**src/rtl/muldiv_unit.sv**
```systemverilog
// muldiv_unit: iterative 32-bit multiply/divide unit for a MIPS-style pipeline.
// Divides use a 32-step restoring algorithm on operand magnitudes, with the
// signs fixed up on the final step. Multiplies hold for MUL_CYCLES cycles.
// Results land in hi_out/lo_out and are announced by a one-cycle write pulse.
module muldiv_unit #(
    parameter int MUL_CYCLES = 2
) (
    input  logic        clk,
    input  logic        rst,
    input  logic        start,
    input  logic [1:0]  op,
    input  logic [31:0] src_a,
    input  logic [31:0] src_b,
    input  logic        cancel,
    output logic        stallreq,
    output logic        hi_we,
    output logic        lo_we,
    output logic [31:0] hi_out,
    output logic [31:0] lo_out
);

    typedef enum logic [1:0] {IDLE, DIV_RUN, MUL_RUN, DONE} state_t;

    localparam logic [5:0] DIV_LAST = 6'd31;
    localparam logic [5:0] MUL_LAST = 6'(MUL_CYCLES - 1);

    state_t      state;
    state_t      state_next;
    logic        accept;
    logic        div_by_zero;
    logic [5:0]  iter;
    logic [1:0]  op_r;
    logic [31:0] a_r;
    logic [31:0] b_r;
    logic [31:0] quo;
    logic [31:0] rem;
    logic [31:0] dvs;
    logic        neg_q;
    logic        neg_r;
    logic [31:0] abs_a;
    logic [31:0] abs_b;
    logic [32:0] shifted;
    logic [32:0] diff;
    logic [31:0] step_q;
    logic [31:0] step_r;
    logic [31:0] q_fin;
    logic [31:0] r_fin;
    logic        mul_signed;
    logic [63:0] mul_a;
    logic [63:0] mul_b;
    logic [63:0] product;

    // Operand magnitudes for the divider; only signed DIV (op 00) takes abs.
    assign abs_a       = (!op[0] && src_a[31]) ? (~src_a + 32'd1) : src_a;
    assign abs_b       = (!op[0] && src_b[31]) ? (~src_b + 32'd1) : src_b;
    assign div_by_zero = !op[1] && (src_b == 32'd0);

    // One restoring step: shift the next dividend bit into the partial
    // remainder and keep the subtraction only if it did not go negative.
    always_comb begin
        shifted = {rem, quo[31]};
        diff    = shifted - {1'b0, dvs};
        step_r  = diff[32] ? shifted[31:0] : diff[31:0];
        step_q  = {quo[30:0], ~diff[32]};
        q_fin   = neg_q ? (~step_q + 32'd1) : step_q;
        r_fin   = neg_r ? (~step_r + 32'd1) : step_r;
    end

    // Full 64-bit product; sign- or zero-extending to 64 bits lets one
    // truncated multiplier serve both MULT and MULTU.
    always_comb begin
        mul_signed = (op_r == 2'b10);
        mul_a      = mul_signed ? {{32{a_r[31]}}, a_r} : {32'd0, a_r};
        mul_b      = mul_signed ? {{32{b_r[31]}}, b_r} : {32'd0, b_r};
        product    = mul_a * mul_b;
    end

    // State register.
    always_ff @(posedge clk) begin
        if (rst) begin
            state <= IDLE;
        end else begin
            state <= state_next;
        end
    end

    // Next-state and handshake outputs; reset and cancel silence everything.
    always_comb begin
        state_next = state;
        stallreq   = 1'b0;
        hi_we      = 1'b0;
        lo_we      = 1'b0;
        accept     = 1'b0;
        if (rst) begin
            state_next = IDLE;
        end else if (cancel) begin
            state_next = IDLE;
        end else begin
            case (state)
                IDLE: begin
                    if (start) begin
                        accept   = 1'b1;
                        stallreq = 1'b1;
                        if (div_by_zero) begin
                            state_next = DONE;
                        end else if (op[1]) begin
                            state_next = MUL_RUN;
                        end else begin
                            state_next = DIV_RUN;
                        end
                    end
                end
                DIV_RUN: begin
                    stallreq = 1'b1;
                    if (iter == DIV_LAST) begin
                        state_next = DONE;
                    end
                end
                MUL_RUN: begin
                    stallreq = 1'b1;
                    if (iter == MUL_LAST) begin
                        state_next = DONE;
                    end
                end
                DONE: begin
                    hi_we      = 1'b1;
                    lo_we      = 1'b1;
                    state_next = IDLE;
                end
                default: state_next = IDLE;
            endcase
        end
    end

    // Datapath: latch operands on accept, iterate, and commit the result on
    // the step that leads into DONE so it is stable during the write pulse.
    always_ff @(posedge clk) begin
        if (rst) begin
            iter   <= 6'd0;
            op_r   <= 2'd0;
            a_r    <= 32'd0;
            b_r    <= 32'd0;
            quo    <= 32'd0;
            rem    <= 32'd0;
            dvs    <= 32'd0;
            neg_q  <= 1'b0;
            neg_r  <= 1'b0;
            hi_out <= 32'd0;
            lo_out <= 32'd0;
        end else begin
            case (state)
                IDLE: begin
                    if (accept) begin
                        op_r  <= op;
                        a_r   <= src_a;
                        b_r   <= src_b;
                        iter  <= 6'd0;
                        quo   <= abs_a;
                        rem   <= 32'd0;
                        dvs   <= abs_b;
                        neg_q <= !op[0] && (src_a[31] ^ src_b[31]);
                        neg_r <= !op[0] && src_a[31];
                        if (div_by_zero) begin
                            lo_out <= 32'hFFFF_FFFF;
                            hi_out <= src_a;
                        end
                    end
                end
                DIV_RUN: begin
                    if (!cancel) begin
                        quo  <= step_q;
                        rem  <= step_r;
                        iter <= iter + 6'd1;
                        if (iter == DIV_LAST) begin
                            lo_out <= q_fin;
                            hi_out <= r_fin;
                        end
                    end
                end
                MUL_RUN: begin
                    if (!cancel) begin
                        iter <= iter + 6'd1;
                        if (iter == MUL_LAST) begin
                            hi_out <= product[63:32];
                            lo_out <= product[31:0];
                        end
                    end
                end
                default: begin
                end
            endcase
        end
    end

endmodule

```
**config.mk**
```make
export PLATFORM = sky130hd
export DESIGN_NAME = muldiv_unit
export DESIGN_NICKNAME = d
export VERILOG_FILES = /design/src/rtl/muldiv_unit.sv
export SDC_FILE = /design/constraint.sdc
export NUM_CORES = 2
export LEC_CHECK = 0
export ABC_AREA = 1
export CORE_UTILIZATION = 40
export CTS_CLUSTER_SIZE = 16
export DETAILED_ROUTE_END_ITERATION = 10
export PLACE_DENSITY = 0.6
export REMOVE_ABC_BUFFERS = 1
export SLEW_MARGIN = 30
export SYNTH_ARGS = -nofsm -noshare
export SYNTH_HDL_FRONTEND = slang
export SYNTH_SLANG_ARGS = --single-unit
```
**constraint.sdc**
```tcl
create_clock -name clk -period 25.1 [get_ports clk]
set_clock_uncertainty 0.1 [all_clocks]
set_input_delay 2.51 -clock clk [delete_from_list [all_inputs] [get_ports clk]]
set_output_delay 2.51 -clock clk [all_outputs]
set_load 0.005 [all_outputs]
```
==> results.txt <==
The kind of cell with the highest combined delay along the critical path is adder cells. Registers take between 4000 and 5000 µm². The share of async-settable or async-resettable flops after synthesis is 0%. Data arrives at the worst endpoint at 11.37 ns. At the worst endpoint, the required time is 25.51 ns. The clock period minus worst slack is between 10 and 15 ns. The register bit count reported by yosys is around 240. Entering global routing, the biggest net connects 75 pins.

The number of endpoints failing setup at the final stage came out at 0. In this run the cell area of the synthesized design comes to 65040 µm². Counting instances in the post-synthesis netlist gives the leading cell types as sky130_fd_sc_hd__inv_1 (2525), sky130_fd_sc_hd__nand2_1 (2009), sky130_fd_sc_hd__fa_1 (1424). The worst setup path is launched from a flip-flop. The most instantiated library cell after synthesis is sky130_fd_sc_hd__inv_1. The standard cell core area came out at 160900 µm². The final critical path takes up 43.69% of the cycle. The residual DRC count is 0.

The number of enable flip-flop cells after synthesis came out at 0. Clock-pin slew was measured on the worst setup and hold paths at 0.06 ns. The sum of routed wire length over all layers came out at around 220000 µm. For this run, the leading register cell type out of synthesis is sky130_fd_sc_hd__dfxtp_1. The number of buffers added on ports came out at between 100 and 150. After synthesis, the cell types taking the most area are sky130_fd_sc_hd__fa_1 (44%), sky130_fd_sc_hd__inv_1 (15%), sky130_fd_sc_hd__nand2_1 (12%). The mean instance size in the synthesized netlist came out at 7.593 µm². STA classifies the critical path endpoint as a flip-flop. The maximum resistive drop on vdd came out at 0.05650 mV. The area of placed instances is 68420 µm². The biggest fanout along the worst timing path is 38. The kind of critical path is reg -> reg.

After synthesis, flip-flops and latches occupy 7.234% of the total area. The share of the synthesized area in the top cell type came out at 43.83%. From left edge to right edge, the die measures 405.2 µm.

The synthesized design spends more area on one cell type than any other, namely sky130_fd_sc_hd__fa_1. Summed over all layers, the global routing overflow is 0. The worst-case headroom to the max-slew limit is 38.66%. The growth of design area from synthesis to finish is 6.862%. The die footprint came out at approximately 160000 µm². The total power after layout is 1.620 mW.

Clock tree synthesis selected as its root buffer the cell sky130_fd_sc_hd__clkbuf_16. The peak per-stage delay on the critical path came out at 0.85 ns. The number of buffers on the longest clock path is 3. The DRC marker count from the first detailed-route iteration came out at ~4600.

For this block, the via count after detailed routing is 54220. The class of the tightest hold or removal check is reg -> reg. The fraction of layout instances using a drive strength above 1 is 3.162%. Counting every sink on the clock net gives 235. The filler cell count came out at 16490. The count of antenna-violating nets left after detailed routing is 0. The net total in the final layout came out at 10290. After synthesis, the netlist uses 60 different library cells.

The via count of the first global-routing pass is 56770. The total count of max-transition violations in the final report came out at 0. The starting utilization of the core area came out at 40.41%.

The final-layout setup total negative slack came out at 0 ns. The number of antenna violations at the first check in global routing came out at 13. The run finished with clean final reports. The number of warnings printed during yosys synthesis came out at 0. The detailed placement HPWL came out at 183600 µm.

The number of setup buffers added after CTS is 0. In this run the power density over the cells is roughly 23 nW/µm². The weighted congestion at the end of routability-driven global placement came out at 0.9526.

The first global-routing pass estimated 345800 µm of wire. The count of cells resized by post-cts repair is 0. The static leakage is 39.37 nW.

Global routing used 27.98% of the available tracks across all layers. The number of optimization iterations in the first detailed-route pass came out at 6. The cell repeated most along the worst path is sky130_fd_sc_hd__fa_1. The clock latency at the later pin of the worst-skew pair came out at roughly 0.60 ns.

The I/O pin total came out at 137. The CTS buffer count is 30. On the critical path, the stage with the largest delay is an instance of sky130_fd_sc_hd__fa_1. In this run, post-CTS hold repair placed 0 buffers. CTS built an H-tree with a depth of 1. Row generation in the floorplan step produced 147 rows.

The total buffers and inverters traversed by the critical path came out at 9. Summing all non-filler instances in the final layout gives an area of ~70000 µm². The synthesized netlist cell count came out at 8565. From bottom edge to top edge, the die measures 405.2 µm. The slew of the pin with the lowest slew margin came out at 0.9190 ns. The upper clock frequency limit is ~91 MHz. In the routed layout, each cell is associated on average with a via count of 5.097. TritonCTS built the clock tree. The area taken by multi-input logic gates is 49330 µm². The final routed wire length divided by cell count came out at 21.02 µm.

Setup repair after global routing left no endpoint under its margin. The final hold violation count is 0. The number of maximum-capacitance violations is 0.
flip-flops by register name (all words and copies together), names as in the netlist:
signal  flops
neg_q       1
rem        32
op_r        2
lo_out     32
neg_r       1
dvs        31
hi_out     32
quo        32
iter        6
state       2
a_r        32
b_r        32
placed cells by master, fill, tap and decap left out, drive strengths merged, types with 135 or more instances in the layout:
cell,netlist,final
a21oi,295,295
nor2,344,344
dfxtp,235,235
nand2,2040,2040
o21ai,251,251
fa,1424,1424
ha,347,347
inv,2537,2540
nand3,286,286
clkdlybuf4s50,0,135
worst register-to-register path, delay by kind of cell (launching register included):
kind                     cells  cell delay [ns]
adder cells (fa/ha/maj)     11             6.01
flip-flops                   1             0.30
AND/OR/NAND/NOR             14             1.85
AO/OA/AOI/OAI                3             0.63
buffers and inverters        9             2.01
per-layer routing:
layer  global-route usage (%)  up-vias  part of all wire (%)
met5                        0        -                 0.019
met3                    2.796      451                   6.7
li1                         -    24390                     -
met1                    37.67    27350                    41
met2                    45.87     2029                    47
met4                    11.91        6                   5.3
through the flow:
stage | setup slack [ns] | instances | util, % | hold slack (ns)
after global placement | 14.31 | 10580 | 42.49 | 0.3540
final | 14.13 | 10640 | 43.19 | 0.3646
after CTS | 14.21 | 10640 | 43.18 | 0.3675
after global routing | 13.55 | 10640 | 43.18 | 0.3858
after floorplan | 15.49 | 8180 | - | 0.3487
after detailed placement | 14.29 | 10580 | 42.52 | 0.3581
final timing paths:
kind / slack (ns) / endpoint / depth (start not counted) / from
setup / recovery: 14.13 / hi_out[31] / 37 / op_r[0]
hold / removal: 0.36 / b_r[23] / 2 / b_r[23]
setup reg to reg: 14.13 / hi_out[31] / 37 / op_r[0]
hold reg to reg: 0.36 / b_r[23] / 2 / b_r[23]
layout make-up:
cell class | instances | share of cell area [%]
Antenna cell | 1 | 0.003601
Clock buffer | 37 | 1.206
Clock inverter | 19 | 0.3258
Tap cell | 2160 | 3.889
Inverter | 2540 | 13.72
Timing Repair Buffer | 240 | 3.107
Multi-Input combinational cell | 5405 | 70.97
Sequential cell | 235 | 6.774
cell families after synthesis:
family	after synthesis	share of synthesized area, %
AOI/OAI and AO/OA	728	6.310
xor gates and xnor gates	101	1.360
adders and majority gates	1771	50.51
buffers and inverters	2925	17.03
DFF	235	7.234
and+or+nand+nor	2805	17.56
report_power, final:
part           switching [mW]  leakage, nW  internal [mW]  total (mW)
clock network           0.199        0.524          0.280       0.479
logic                   0.519         36.9          0.220       0.739
registers              0.0140         1.91          0.387       0.401
Note: power is estimated with default switching activity, not from simulation.
